File: src/rtl/i2c_slave_pkg.sv
// Shared types and constants for the I2C register-file target.
// Holds the FSM state encoding, bus-level ACK/NACK values, the R/W bit
// position in the address byte, and the register-index width helper.
package i2c_slave_pkg;

    typedef enum logic [3:0] {
        IDLE,
        DEV_ADDR,
        DEV_ACK,
        REG_ADDR,
        REG_ACK,
        WR_DATA,
        WR_ACK,
        RD_DATA,
        RD_ACK,
        IGNORE
    } state_e;

    // SDA level seen on the bus during the acknowledge slot
    localparam logic ACK  = 1'b0;
    localparam logic NACK = 1'b1;

    // Position of the read/write flag in the device address byte
    localparam int RW_BIT = 0;

    // Register index width: max(1, clog2(n))
    function automatic int addr_width(input int n);
        return (n > 2) ? $clog2(n) : 1;
    endfunction

endpackage

File: src/rtl/i2c_bus_sync.sv
// Synchroniser and bus-condition detector for the I2C target.
// Both lines go through the same number of flops so their relative timing
// is preserved; edges and START/STOP are derived from the synced copies.
// Flops reset to 1 because an idle I2C bus floats high.
module i2c_bus_sync #(
    parameter int SYNC_STAGES = 2
) (
    input  logic clk,
    input  logic rst,
    input  logic scl,
    input  logic sda_in,
    output logic scl_rise,
    output logic scl_fall,
    output logic sda_s,
    output logic start_pulse,
    output logic stop_pulse
);

    logic [SYNC_STAGES-1:0] scl_sync_q, scl_sync_d;
    logic [SYNC_STAGES-1:0] sda_sync_q, sda_sync_d;
    logic                   scl_prev_q, scl_prev_d;
    logic                   sda_prev_q, sda_prev_d;
    logic                   scl_s;

    // Next-state of the synchroniser chains and the one-cycle history flops
    always_comb begin
        scl_sync_d = {scl_sync_q[SYNC_STAGES-2:0], scl};
        sda_sync_d = {sda_sync_q[SYNC_STAGES-2:0], sda_in};
        scl_prev_d = scl_sync_q[SYNC_STAGES-1];
        sda_prev_d = sda_sync_q[SYNC_STAGES-1];
    end

    // Register the chains; asynchronous active-low reset to bus-idle level
    always_ff @(posedge clk or negedge rst) begin
        if (!rst) begin
            scl_sync_q <= '1;
            sda_sync_q <= '1;
            scl_prev_q <= 1'b1;
            sda_prev_q <= 1'b1;
        end else begin
            scl_sync_q <= scl_sync_d;
            sda_sync_q <= sda_sync_d;
            scl_prev_q <= scl_prev_d;
            sda_prev_q <= sda_prev_d;
        end
    end

    assign scl_s       = scl_sync_q[SYNC_STAGES-1];
    assign sda_s       = sda_sync_q[SYNC_STAGES-1];
    assign scl_rise    =  scl_s & ~scl_prev_q;
    assign scl_fall    = ~scl_s &  scl_prev_q;
    // SDA may only move while SCL is high for a bus condition
    assign start_pulse = scl_s & scl_prev_q &  sda_prev_q & ~sda_s;
    assign stop_pulse  = scl_s & scl_prev_q & ~sda_prev_q &  sda_s;

endmodule

File: src/rtl/i2c_slave_regfile.sv
// I2C target with an on-chip register file, oversampled on the system clock.
// Optional feature macro: I2C_SLAVE_AUTOINC_EN -- when defined, the register
// pointer advances after every written or read byte (wrapping to 0); when
// undefined the pointer stays put between data bytes.
// Bits are sampled on the synced SCL rising edge; SDA drive only changes in
// the cycle after a synced SCL falling edge, so the target never creates a
// false START/STOP. START/STOP take priority over every state.
module i2c_slave_regfile
    import i2c_slave_pkg::*;
#(
    parameter logic [6:0] SLAVE_ADDR  = 7'h50,
    parameter int         NUM_REGS    = 8,
    parameter int         SYNC_STAGES = 2,
    parameter logic [7:0] RESET_VAL   = 8'h00
) (
    input  logic                               clk,
    input  logic                               rst,
    input  logic                               scl,
    input  logic                               sda_in,
    output logic                               sda_oe,
    output logic                               busy,
    output logic                               start_det,
    output logic                               stop_det,
    output logic                               reg_wr_stb,
    output logic [addr_width(NUM_REGS)-1:0]    reg_wr_addr,
    output logic [7:0]                         reg_wr_data,
    output logic [NUM_REGS*8-1:0]              regs_flat
);

    localparam int            AW       = addr_width(NUM_REGS);
    localparam logic [AW-1:0] LAST_IDX = AW'(NUM_REGS - 1);
`ifdef I2C_SLAVE_AUTOINC_EN
    localparam bit AUTOINC = 1'b1;
`else
    localparam bit AUTOINC = 1'b0;
`endif

    logic scl_rise, scl_fall, sda_s, bus_start, bus_stop;

    i2c_bus_sync #(
        .SYNC_STAGES (SYNC_STAGES)
    ) u_sync (
        .clk         (clk),
        .rst         (rst),
        .scl         (scl),
        .sda_in      (sda_in),
        .scl_rise    (scl_rise),
        .scl_fall    (scl_fall),
        .sda_s       (sda_s),
        .start_pulse (bus_start),
        .stop_pulse  (bus_stop)
    );

    state_e          state_q, state_d;
    logic [2:0]      bit_cnt_q, bit_cnt_d;
    logic [6:0]      shift_q, shift_d;     // 7 stored bits; 8th comes live from sda_s
    logic [AW-1:0]   ptr_q, ptr_d;
    logic            rw_q, rw_d;
    logic            slot_rise_q, slot_rise_d; // ACK slot clock has risen
    logic            sda_oe_q, sda_oe_d;
    logic            busy_q, busy_d;
    logic            start_det_q, start_det_d;
    logic            stop_det_q, stop_det_d;
    logic            wr_stb_q, wr_stb_d;
    logic [AW-1:0]   wr_addr_q, wr_addr_d;
    logic [7:0]      wr_data_q, wr_data_d;
    logic [7:0]      regs_q [NUM_REGS];
    logic [7:0]      rx_byte;
    logic [7:0]      rd_byte;
    logic            byte_done;

    function automatic logic [AW-1:0] ptr_advance(input logic [AW-1:0] p);
        if (!AUTOINC) begin
            return p;
        end
        return (p == LAST_IDX) ? '0 : p + 1'b1;
    endfunction

    // Protocol FSM, shifter and pointer next-state
    always_comb begin
        state_d     = state_q;
        bit_cnt_d   = bit_cnt_q;
        shift_d     = shift_q;
        ptr_d       = ptr_q;
        rw_d        = rw_q;
        slot_rise_d = slot_rise_q;
        sda_oe_d    = sda_oe_q;
        busy_d      = busy_q;
        start_det_d = 1'b0;
        stop_det_d  = 1'b0;
        wr_stb_d    = 1'b0;
        wr_addr_d   = wr_addr_q;
        wr_data_d   = wr_data_q;
        rx_byte     = {shift_q, sda_s};
        rd_byte     = regs_q[ptr_q];
        byte_done   = scl_rise && (bit_cnt_q == 3'd0);

        if (bus_start) begin
            state_d     = DEV_ADDR;
            bit_cnt_d   = 3'd7;
            sda_oe_d    = 1'b0;
            busy_d      = 1'b1;
            start_det_d = 1'b1;
        end else if (bus_stop) begin
            state_d    = IDLE;
            sda_oe_d   = 1'b0;
            busy_d     = 1'b0;
            stop_det_d = 1'b1;
        end else begin
            case (state_q)
                DEV_ADDR, REG_ADDR, WR_DATA: begin
                    if (scl_rise) begin
                        shift_d   = rx_byte[6:0];
                        bit_cnt_d = bit_cnt_q - 3'd1; // wraps 0 -> 7 for the next byte
                    end
                    if (byte_done) begin
                        slot_rise_d = 1'b0;
                        if (state_q == DEV_ADDR) begin
                            rw_d    = rx_byte[RW_BIT];
                            state_d = (rx_byte[7:1] == SLAVE_ADDR) ? DEV_ACK : IGNORE;
                        end else if (state_q == REG_ADDR) begin
                            if ({1'b0, rx_byte} < 9'(NUM_REGS)) begin
                                ptr_d   = rx_byte[AW-1:0];
                                state_d = REG_ACK;
                            end else begin
                                state_d = IGNORE;
                            end
                        end else begin
                            wr_stb_d  = 1'b1;
                            wr_addr_d = ptr_q;
                            wr_data_d = rx_byte;
                            ptr_d     = ptr_advance(ptr_q);
                            state_d   = WR_ACK;
                        end
                    end
                end
                DEV_ACK, REG_ACK, WR_ACK: begin
                    if (scl_rise) begin
                        slot_rise_d = 1'b1;
                    end
                    if (scl_fall) begin
                        if (!slot_rise_q) begin
                            sda_oe_d = ~ACK;
                        end else begin
                            bit_cnt_d = 3'd7;
                            if (state_q == DEV_ACK && rw_q) begin
                                state_d  = RD_DATA;
                                shift_d  = rd_byte[6:0];
                                sda_oe_d = ~rd_byte[7];
                            end else begin
                                state_d  = (state_q == DEV_ACK) ? REG_ADDR : WR_DATA;
                                sda_oe_d = 1'b0;
                            end
                        end
                    end
                end
                RD_DATA: begin
                    if (scl_fall) begin
                        sda_oe_d = ~shift_q[6];
                        shift_d  = {shift_q[5:0], 1'b0};
                    end
                    if (scl_rise) begin
                        bit_cnt_d = bit_cnt_q - 3'd1;
                        if (bit_cnt_q == 3'd0) begin
                            state_d     = RD_ACK;
                            slot_rise_d = 1'b0;
                            ptr_d       = ptr_advance(ptr_q);
                        end
                    end
                end
                RD_ACK: begin
                    if (scl_fall) begin
                        if (!slot_rise_q) begin
                            sda_oe_d = 1'b0;
                        end else begin
                            state_d   = RD_DATA;
                            bit_cnt_d = 3'd7;
                            shift_d   = rd_byte[6:0];
                            sda_oe_d  = ~rd_byte[7];
                        end
                    end
                    if (scl_rise) begin
                        if (sda_s == NACK) begin
                            state_d = IGNORE;
                        end else begin
                            slot_rise_d = 1'b1;
                        end
                    end
                end
                default: begin
                    // IDLE and IGNORE wait for the next bus condition
                end
            endcase
        end
    end

    // FSM and registered-output flops; reset releases SDA immediately
    always_ff @(posedge clk or negedge rst) begin
        if (!rst) begin
            state_q     <= IDLE;
            bit_cnt_q   <= 3'd7;
            shift_q     <= '0;
            ptr_q       <= '0;
            rw_q        <= 1'b0;
            slot_rise_q <= 1'b0;
            sda_oe_q    <= 1'b0;
            busy_q      <= 1'b0;
            start_det_q <= 1'b0;
            stop_det_q  <= 1'b0;
            wr_stb_q    <= 1'b0;
            wr_addr_q   <= '0;
            wr_data_q   <= '0;
        end else begin
            state_q     <= state_d;
            bit_cnt_q   <= bit_cnt_d;
            shift_q     <= shift_d;
            ptr_q       <= ptr_d;
            rw_q        <= rw_d;
            slot_rise_q <= slot_rise_d;
            sda_oe_q    <= sda_oe_d;
            busy_q      <= busy_d;
            start_det_q <= start_det_d;
            stop_det_q  <= stop_det_d;
            wr_stb_q    <= wr_stb_d;
            wr_addr_q   <= wr_addr_d;
            wr_data_q   <= wr_data_d;
        end
    end

    // Register file; written in the same cycle the strobe is registered
    always_ff @(posedge clk or negedge rst) begin
        if (!rst) begin
            for (int i = 0; i < NUM_REGS; i++) begin
                regs_q[i] <= RESET_VAL;
            end
        end else if (wr_stb_d) begin
            regs_q[wr_addr_d] <= wr_data_d;
        end
    end

    for (genvar gi = 0; gi < NUM_REGS; gi++) begin : g_flat
        assign regs_flat[8*gi +: 8] = regs_q[gi];
    end

    assign sda_oe      = sda_oe_q;
    assign busy        = busy_q;
    assign start_det   = start_det_q;
    assign stop_det    = stop_det_q;
    assign reg_wr_stb  = wr_stb_q;
    assign reg_wr_addr = wr_addr_q;
    assign reg_wr_data = wr_data_q;

endmodule

File: config.mk
export PLATFORM = sky130hd
export DESIGN_NAME = i2c_slave_regfile
export DESIGN_NICKNAME = d
export VERILOG_FILES = /design/src/rtl/i2c_slave_pkg.sv /design/src/rtl/i2c_bus_sync.sv /design/src/rtl/i2c_slave_regfile.sv
export SDC_FILE = /design/constraint.sdc
export NUM_CORES = 1
export LEC_CHECK = 0
export ABC_AREA = 1
export CAP_MARGIN = 20
export CORE_ASPECT_RATIO = 0.7
export CORE_MARGIN = 4
export CORE_UTILIZATION = 40
export DETAILED_ROUTE_END_ITERATION = 10
export SLEW_MARGIN = 20
export SYNTH_ARGS = -nofsm -noshare
export SYNTH_HDL_FRONTEND = slang
export SYNTH_SLANG_ARGS = --single-unit
export TNS_END_PERCENT = 20
File: constraint.sdc
create_clock -name clk -period 2.4 [get_ports clk]
set_input_delay 0.48 -clock clk [delete_from_list [all_inputs] [get_ports clk]]
set_output_delay 0.48 -clock clk [all_outputs]
set_load 0.02 [all_outputs]
==> impl_metrics.ini, run 1 <==
[flow_run]
cap_violations = 0

[global_routing]
grt.overflow.total = 0
grt_max_degree = 106
grt_pass1_vias = 5192
grt_pass1_wl_mm = 28.6
grtUsageTotal_pct = 23.0
antenna_found_initial = 0

[yosys]
synth_top_area_share_pct = 43.0
yosysMostFrequentCell = nand2_1
yosysWarnings = 0
yosys_register_bits = 105
synth_async_sr_flop_share_pct = 100
yosysSeqAreaShare_pct = 47.3
ys_top_cells_by_area = dfrtp_1 43%, nand2_1 18%, nand4_1 8.1%, nor2_1 5.5%, nand3_1 5.5%
synth_area_um2 = 5580
synthTopCellsByCount = 271 x nand2_1, 96 x dfrtp_1, 82 x nor2_1
synthCells = 743
synthSimpleGateAreaFrac_pct = 39.7
synthDistinctLibCells = 26
ys.flop_type = dfrtp_1
synth_mux_area_share_pct = 0
synth_compound_area_share_pct = 5.96
synth_xor_area_share_pct = 0.157
synth_top_family_by_area = simple AND/OR/NAND/NOR gates
yosys.area.top_type = dfrtp_1
avgSynthCellArea_um2 = 7.52
synth_edf_count = 0
synth_fa_ha_area_share_pct = 0.896
syn_nets = 751

[clocking]
ctsHoldBuffers = 0
cts_sinks = 105
insertion_delay_ns = 0.35
cts_tree = yes
cts_root_buf = clkbuf_16
clkTransAtPathRegs_ns = 0.07
cts_buffers = 9
h-tree-depth = 3
clock_path_buffers = 2
cts_setup_buffers = 0
cts_resized = 0

[sta]
rsz0062_at_grt = yes
fin_crit_ns = 2.27
relSlewSlack_pct = 60.2
fmax_mhz = 440
finClkSkew_ns = 0.00703
setup_tns_ns = 0
worst_pin_slew_ns = 0.596
setup_viol_count_final = 0
slew_viol_final = 0
hold_viol_final = 0
finalCritPeriodShare_pct = 94.8

[die]
pin_count = 84
initial_core_util_pct = 41.7
die_area_um2 = 15900
die_y_um = 107
std_cell_rows = 35
die_x_um = 149
coreArea_um2 = 13400

[detailed_routing]
route.met2.wl_mm = 7.28
firstDrtPassIters = 7
drc_errors = 0
wl_met3_mm = 1.75
wl_met1_mm = 8.75
routed_via_density = 5.49
totalWireLength_mm = 18.2
antenna_left = 0
drtIter0Drc = 610
route.vias.total = 5636
top_layer = met4
routedWlPerCell_um = 17.7

[power_and_ir_drop]
power_w = 0.00664
power_per_cell_area_nw_per_um2 = 937
irDropWorstVdd_v = 0.000400
p_leak_nw = 3.55

[cells_and_area]
drive_gt1_share_pct = 9.39
final_area_um2 = 7080
area_delta_synth_final_pct = 26.8
post-route-util_pct = 52.8
antenna_cells = 0
nNetsFinal = 844

[worst_setup_path]
critical_path_depth = 10
cp_slowest_cell = dfstp_2
path_max_fanout = 11
path_buf_inv = 2
r2r-start = bit_cnt_q[0]$_DFFE_PN1P_
critPathCaptureType = flop
cp.arrival_ns = 2.51
slowest_delay_ns = 0.38
cpMostUsedCell = nand2_1
r2r_end = regs_flat[4]$_DFFE_PN0P_
crit_type = reg2reg
cp-start-kind = flop
reg2regPathDepth = 10
path_delay_family = simple AND/OR/NAND/NOR gates
required_ns = 2.63
r2r_slack_ns = 0.13
worstPathCellList = inv_1, ha_1, nand2_1, nor2_4, nand3_4, buf_4, nand2_1, nand2_1, nand4_1, nand2_1

[placement]
hpwlAfterDp_mm = 12.9
dpl-instance-area_um2 = 6750
routabilityCongestion = 0.908
port_buffers = 83

[worst_hold_path]
hold_path.class = in2async

[run_status]
outcome = completed
## where the power goes
group	leakage (nW)	switching (W)	internal, W	total [W]
combinational	1.97	0.00200	0.000927	0.00292
clock	0.157	0.000687	0.000870	0.00156
sequential	1.42	0.000184	0.00197	0.00215
total	3.55	0.00287	0.00377	0.00664
## logic make-up (layout without fill, tap and decap cells)
| logic type | after synthesis | count (layout) |
|---|---|---|
| flops | 105 | 105 |
| compound gates | 52 | 52 |
| fa+ha+maj | 4 | 4 |
| buf+inv | 81 | 179 |
| xor+xnor | 1 | 1 |
| simple gates | 500 | 500 |
## cell usage in the layout, fill, tap and decap left out, drive strengths merged
master,instances
nand4,72
ha,4
clkinv,3
a31oi,1
buf,33
o211ai,1
nor2,89
nand3,67
o2bb2ai,1
clkdlybuf4s50,82
dfstp,9
dfrtp,96
inv,48
o21bai,2
nand2,272
a21oi,4
clkbuf,13
o21ai,43
xnor2,1
## state kept, by name, summed over array words and instances (netlist names)
signal,cells
bit_cnt_q,3
u_sync.sda_prev_q,1
u_sync.scl_prev_q,1
start_det,1
shift_q,7
state_q,4
busy,1
reg_wr_stb,1
u_sync.sda_sync_q,2
ptr_q,3
stop_det,1
reg_wr_addr,3
rw_q,1
slot_rise_q,1
u_sync.scl_sync_q,2
reg_wr_data,8
regs_flat,64
sda_oe,1
## area by class of cell
type                            count  area [um2]
Fill cell                        1300        6320
Multi-Input combinational cell    557        2620
Clock buffer                       13         293
Inverter                           48         180
Tap cell                          185         231
Sequential cell                   105        2640
Timing Repair Buffer              115        1090
Clock inverter                      3        26.3
## worst max path at each step
stage | start | end | slack [ns]
3_3_place_gp | bit_cnt_q[0]$_DFFE_PN1P_ | regs_flat[7]$_DFFE_PN0P_ | 0.20
2_1_floorplan | bit_cnt_q[0]$_DFFE_PN1P_ | regs_flat[36]$_DFFE_PN0P_ | 0.53
3_5_place_dp | bit_cnt_q[0]$_DFFE_PN1P_ | regs_flat[5]$_DFFE_PN0P_ | 0.13
4_1_cts | bit_cnt_q[0]$_DFFE_PN1P_ | regs_flat[40]$_DFFE_PN0P_ | 0.12
5_1_grt | bit_cnt_q[0]$_DFFE_PN1P_ | regs_flat[35]$_DFFE_PN0P_ | -0.03
6_report | bit_cnt_q[0]$_DFFE_PN1P_ | regs_flat[4]$_DFFE_PN0P_ | 0.13
## metal layers
metal / vias up / global-route usage, %
met5: - / 0
met4: 0 / 6.79
met3: 37 / 5.66
met2: 287 / 31.6
met1: 2669 / 35.6
li1: 2643 / -
## metrics by stage
stage	hold slack, ns	setup slack (ns)	instances
6_report	0.174	0.126	1026
3_3_place_gp	0.346	0.200	1010
3_5_place_dp	0.347	0.134	1010
4_1_cts	0.228	0.119	1026
2_1_floorplan	0.184	0.533	743
5_1_grt	0.223	-0.0332	1026
Power figures use the tool's default switching activity.
==> run 2, diff against run 1 <==
--- a/config.mk
+++ b/config.mk
@@ -7,10 +7,10 @@
 export LEC_CHECK = 0
 export ABC_AREA = 1
 export CAP_MARGIN = 20
-export CORE_ASPECT_RATIO = 0.7
 export CORE_MARGIN = 4
-export CORE_UTILIZATION = 40
+export CORE_UTILIZATION = 55
 export DETAILED_ROUTE_END_ITERATION = 10
+export PLACE_DENSITY = 0.81
 export SLEW_MARGIN = 20
 export SYNTH_ARGS = -nofsm -noshare
 export SYNTH_HDL_FRONTEND = slang
==> run 2 against run 1 <==
Compared with the run above: final area decreased by 1.4%; clock skew increased by 0.0099 ns; non-clock buffer count increased by 3; critical path type unchanged; global-route usage grew 8.7 points; hold slack lost 0.14 ns; total power is 4.2% lower; sequential power barely moved; utilization increased by 18 points; critical path depth stayed put; wire length is 2.2% lower.
==> impl_metrics.ini, run 2 (synthesis gave the netlist of run 1 again) <==
[run_status]
outcome = completed

[sta]
hold_viol_final = 0
fin_crit_ns = 2.28
fmax_mhz = 438
relSlewSlack_pct = 63.9
setup_viol_count_final = 0
slew_viol_final = 0
worst_pin_slew_ns = 0.541
rsz0062_at_grt = yes
fin_hold_ws_ns = 0.0325
finClkSkew_ns = 0.0169
finalCritPeriodShare_pct = 95.2
setup_tns_ns = 0

[power_and_ir_drop]
irDropWorstVdd_v = 0.000550
clkPwrFrac_pct = 20.2
p_leak_nw = 3.53
power_frac_comb_pct = 45.9
p_sw_share_pct = 43.7
power_per_cell_area_nw_per_um2 = 911
p_int_w = 0.00358
seqPwrFrac_pct = 33.8
switching_power_w = 0.00278

[clocking]
cts_sinks = 105
cts_root_buf = clkbuf_8
cts_tree = yes
cts_buffers = 9
insertion_delay_ns = 0.39
clock_path_buffers = 2
h-tree-depth = 3
ctsHoldBuffers = 0
clkTransAtPathRegs_ns = 0.10

[global_routing]
grt_max_degree = 42
grtUsageTotal_pct = 31.8
antenna_found_initial = 0
grt_pass1_vias = 5586
grt_pass1_wl_mm = 28.9
grt.overflow.total = 0

[die]
pin_count = 84
coreArea_um2 = 9820
initial_core_util_pct = 56.9
die_y_um = 109
std_cell_rows = 36
die_x_um = 109
die_area_um2 = 11800

[placement]
port_buffers = 83
hpwlAfterDp_mm = 12.5
routabilityCongestion = 0.925

[worst_setup_path]
path_max_fanout = 17
worstPathCellList = inv_1, ha_1, nand2_1, nor2_4, nand3_4, nand2_1, nand2_2, nand3_1, nand2_1, nand2_1
cp_slowest_cell = dfstp_2
cp.arrival_ns = 2.56
cp-start-kind = flop
reg2regPathDepth = 10
r2r_end = regs_flat[47]$_DFFE_PN0P_
r2r_slack_ns = 0.12
crit_type = reg2reg
required_ns = 2.67
path_delay_family = simple AND/OR/NAND/NOR gates
critPathCaptureType = flop
slowest_delay_ns = 0.55
r2r-start = bit_cnt_q[0]$_DFFE_PN1P_
path_buf_inv = 1
cpMostUsedCell = nand2_1

[detailed_routing]
totalWireLength_mm = 17.8
routedWlPerCell_um = 18.2
route.vias.total = 5771
firstDrtPassIters = 6
drc_errors = 0
antenna_left = 0
routed_via_density = 5.91
drtIter0Drc = 592

[cells_and_area]
nNetsFinal = 847
layout_common_cells = 270 x nand2_1, 96 x dfrtp_1, 82 x nor2_1, 82 x clkdlybuf4s50_1, 72 x nand4_1
final_common_cell = nand2_1
multiInputGateArea_um2 = 2630
fillers = 821
seqCellArea_um2 = 2640
post-route-util_pct = 71.1
area_delta_synth_final_pct = 25.0
drive_gt1_share_pct = 9.83
largest_reg_flops = 64
antenna_cells = 0

[flow_run]
cap_violations = 0

[worst_hold_path]
hold_path.class = in2async
[run 2: cell count changes in the layout (fill, tap and decap cells not counted)]
cell	delta
buf_12	+1
clkinv_2	+1
clkbuf_1	-1
bufinv_16	+2
o21ai_4	+1
buf_4	+2
clkbuf_16	-11
o21ai_2	-1
clkbuf_8	+11
inv_6	-2
[run 2: per-layer routing]
layer / global-route usage (%) / vias up / routed length [um]
met5: 0 / - / 0
met4: 10.2 / 0 / 465
met3: 7.52 / 45 / 2140
met2: 48.4 / 379 / 7970
met1: 45.0 / 2712 / 7220
li1: - / 2635 / -
[run 2: worst register-to-register path, stage by stage, from the launching register on]
cell     delay, ns
dfstp_2       0.55
inv_1         0.06
ha_1          0.19
nand2_1       0.14
nor2_4        0.10
nand3_4       0.20
nand2_1       0.09
nand2_2       0.27
nand3_1       0.33
nand2_1       0.16
nand2_1       0.09
[run 2: worst max path at each step]
stage | from | to | slack [ns] | cells past startpoint
global placement | u_sync.scl_sync_q[1]$_DFF_PN1_ | regs_flat[2]$_DFFE_PN0P_ | 0.18 | 7
global route | u_sync.scl_sync_q[1]$_DFF_PN1_ | regs_flat[52]$_DFFE_PN0P_ | -0.02 | 7
CTS | u_sync.scl_sync_q[1]$_DFF_PN1_ | regs_flat[33]$_DFFE_PN0P_ | 0.09 | 7
detailed placement | u_sync.scl_sync_q[1]$_DFF_PN1_ | regs_flat[1]$_DFFE_PN0P_ | 0.12 | 7
floorplan | bit_cnt_q[0]$_DFFE_PN1P_ | regs_flat[36]$_DFFE_PN0P_ | 0.53 | 10
finish | bit_cnt_q[0]$_DFFE_PN1P_ | regs_flat[47]$_DFFE_PN0P_ | 0.12 | 10
[run 2: power groups by stage]
stage	logic, W	clock network (W)	registers (W)
6_report	0.00292	0.00129	0.00215
5_1_grt	0.00324	0.00138	0.00218
4_1_cts	0.00285	0.00130	0.00215
3_5_place_dp	0.00284	0	0.00218
3_3_place_gp	0.00279	0	0.00217
2_1_floorplan	0.00189	0	0.00217
[run 2: layout make-up]
class                   count  share of cell area (%)
clock buffers              12                    2.37
clock inverters             4                    1.06
inverters                  48                    2.58
multi-input cells         557                    37.6
flip-flops and latches    105                    37.8
well taps                 133                    2.38
repair buffers            118                    16.2
[run 2: repair_timing]
item | 4_1_cts | 5_1_grt
hold endpoints to repair | 0 | 0
gates resized for setup | 0 | 3
setup buffers | 0 | 4
setup endpoints to repair | 0 | 25
[run 2: per-stage QoR]
stage / worst slack [ns] / instance area, um2 / power [W] / std cells
detailed placement: 0.121 / 6690 / 0.00502 / 957
CTS: 0.0858 / 6930 / 0.00630 / 973
global placement: 0.176 / 6690 / 0.00496 / 957
global route: -0.0171 / 6980 / 0.00679 / 977
floorplan: 0.533 / 5580 / 0.00406 / 743
finish: 0.115 / 6980 / 0.00635 / 977
==> run 3, diff against run 2 <==
--- a/config.mk
+++ b/config.mk
@@ -7,7 +7,7 @@
 export LEC_CHECK = 0
 export ABC_AREA = 1
 export CAP_MARGIN = 20
-export CORE_MARGIN = 4
+export CORE_MARGIN = 2
 export CORE_UTILIZATION = 55
 export DETAILED_ROUTE_END_ITERATION = 10
 export PLACE_DENSITY = 0.81
==> run 3 against run 2 <==
Compared with the run above: worst setup slack worse by 0.045 ns; register-to-register slack worse by 0.04 ns; cell count down 0.41%; sequential cell count did not move; die area down 7.2%; via count up 0.19%; non-clock buffer count shrank 4; fmax decreased by 1.9%; utilization down 0.97 points; combinational power is 3% lower; critical endpoint is now regs_flat[39]$_DFFE_PN0P_; largest power group unchanged.
==> impl_metrics.ini, run 3 (synthesis gave the netlist of run 1 again) <==
[run_status]
outcome = completed

[worst_setup_path]
required_ns = 2.67
cp.arrival_ns = 2.60
cp-start-kind = flop
crit_type = reg2reg
path_max_fanout = 11
reg2regPathDepth = 8
critPathCaptureType = flop

[placement]
dp.cells = 957
hpwlAfterDp_mm = 12.3
port_buffers = 83
routabilityCongestion = 1.04

[power_and_ir_drop]
clkPwrFrac_pct = 17.6
irDropWorstVdd_v = 0.000435
power_per_cell_area_nw_per_um2 = 881
switching_power_w = 0.00277
p_int_w = 0.00329
p_sw_share_pct = 45.8
p_leak_nw = 3.49
seqPwrFrac_pct = 35.6
power_frac_comb_pct = 46.8
power_w = 0.00606

[global_routing]
grt_pass1_vias = 5517
grt.overflow.total = 0
grt_pass1_wl_mm = 27.2
antenna_found_initial = 0
grtUsageTotal_pct = 31.0
grt_max_degree = 42

[die]
die_x_um = 105
coreArea_um2 = 9820
initial_core_util_pct = 56.9
die_area_um2 = 11000
pin_count = 84
std_cell_rows = 36
die_y_um = 105

[cells_and_area]
area_delta_synth_final_pct = 23.3
final_common_cell = nand2_1
largest_reg_flops = 64
drive_gt1_share_pct = 9.52
layout_common_cells = 270 x nand2_1, 96 x dfrtp_1, 82 x nor2_1, 82 x clkdlybuf4s50_1, 72 x nand4_1
antenna_cells = 0
nNetsFinal = 843
final_cells = 973

[detailed_routing]
drtIter0Drc = 478
route.vias.total = 5782
totalWireLength_mm = 17.0
drc_errors = 0
routedWlPerCell_um = 17.5
antenna_left = 0
routed_via_density = 5.94
firstDrtPassIters = 6

[clocking]
cts_sinks = 105
ctsHoldBuffers = 0
cts_setup_buffers = 0
cts_tree = yes
insertion_delay_ns = 0.38
clock_path_buffers = 2
cts_buffers = 9
h-tree-depth = 3
cts_resized = 0
cts_root_buf = clkbuf_8
clkTransAtPathRegs_ns = 0.11

[sta]
finClkSkew_ns = 0.0130
worst_pin_slew_ns = 0.516
fin_hold_ws_ns = 0.0282
rsz0062_at_grt = yes
hold_viol_final = 0
fin_crit_ns = 2.33
setup_viol_count_final = 0
relSlewSlack_pct = 65.5
finalCritPeriodShare_pct = 97.1
fmax_mhz = 429
slew_viol_final = 0

[flow_run]
cap_violations = 0

[worst_hold_path]
hold_path.class = in2async
-- run 3: critical path, stage by stage (launching register included) --
cell and delay (ns):
dfstp_2 0.57, nand2_1 0.16, nor2_4 0.31, nand3_2 0.18, o21ai_2 0.23, buf_4 0.23, nand3_1 0.30, nand2_1 0.18
nand2_1 0.07
-- run 3: per-stage QoR --
stage / area, um2 / TNS, ns / worst slack (ns) / util (%)
2_1_floorplan: 5580 / 0 / 0.533 / -
3_3_place_gp: 6680 / 0 / 0.274 / 68.0
3_5_place_dp: 6680 / 0 / 0.0934 / 68.0
4_1_cts: 6870 / 0 / 0.0512 / 70.0
5_1_grt: 6880 / -0.0883 / -0.0285 / 70.1
6_report: 6880 / 0 / 0.0703 / 70.1
-- run 3: power groups by stage --
| stage | Combinational, W | Clock, W | Sequential (W) |
|---|---|---|---|
| floorplan | 0.00189 | 0 | 0.00217 |
| global placement | 0.00269 | 0 | 0.00217 |
| detailed placement | 0.00276 | 0 | 0.00218 |
| CTS | 0.00277 | 0.00107 | 0.00215 |
| global route | 0.00315 | 0.00114 | 0.00217 |
| finish | 0.00284 | 0.00107 | 0.00216 |
-- run 3: worst paths after layout --
check	from	to	slack, ns
worst min register to register	u_sync.sda_sync_q[0]$_DFF_PN1_	u_sync.sda_sync_q[1]$_DFF_PN1_	0.36
max in group asynchronous	rst	regs_flat[9]$_DFFE_PN0P_	1.81
worst max register to register	u_sync.scl_sync_q[1]$_DFF_PN1_	regs_flat[39]$_DFFE_PN0P_	0.07
worst max-delay path	u_sync.scl_sync_q[1]$_DFF_PN1_	regs_flat[39]$_DFFE_PN0P_	0.07
min in group clk	u_sync.sda_sync_q[0]$_DFF_PN1_	u_sync.sda_sync_q[1]$_DFF_PN1_	0.36
worst min-delay path	rst	reg_wr_addr[1]$_DFF_PN0_	0.03
-- run 3: layout make-up --
class	instances	area (um2)
repair buffers	114	1090
inverters	48	180
flip-flops and latches	105	2640
clock inverters	6	51.3
fillers	854	2940
well taps	133	166
clock buffers	10	138
multi-input cells	557	2620
-- run 3: per-layer routing --
| metal | vias to the layer above | wire length (um) | share of wire (%) | GRT usage (%) |
|---|---|---|---|---|
| met1 | 2766 | 6730 | 40 | 42.2 |
| met3 | 57 | 1870 | 11 | 8.80 |
| met5 | - | 0 | 0 | 0 |
| li1 | 2631 | - | - | - |
| met2 | 328 | 7880 | 46 | 48.1 |
| met4 | 0 | 537 | 3.2 | 9.62 |
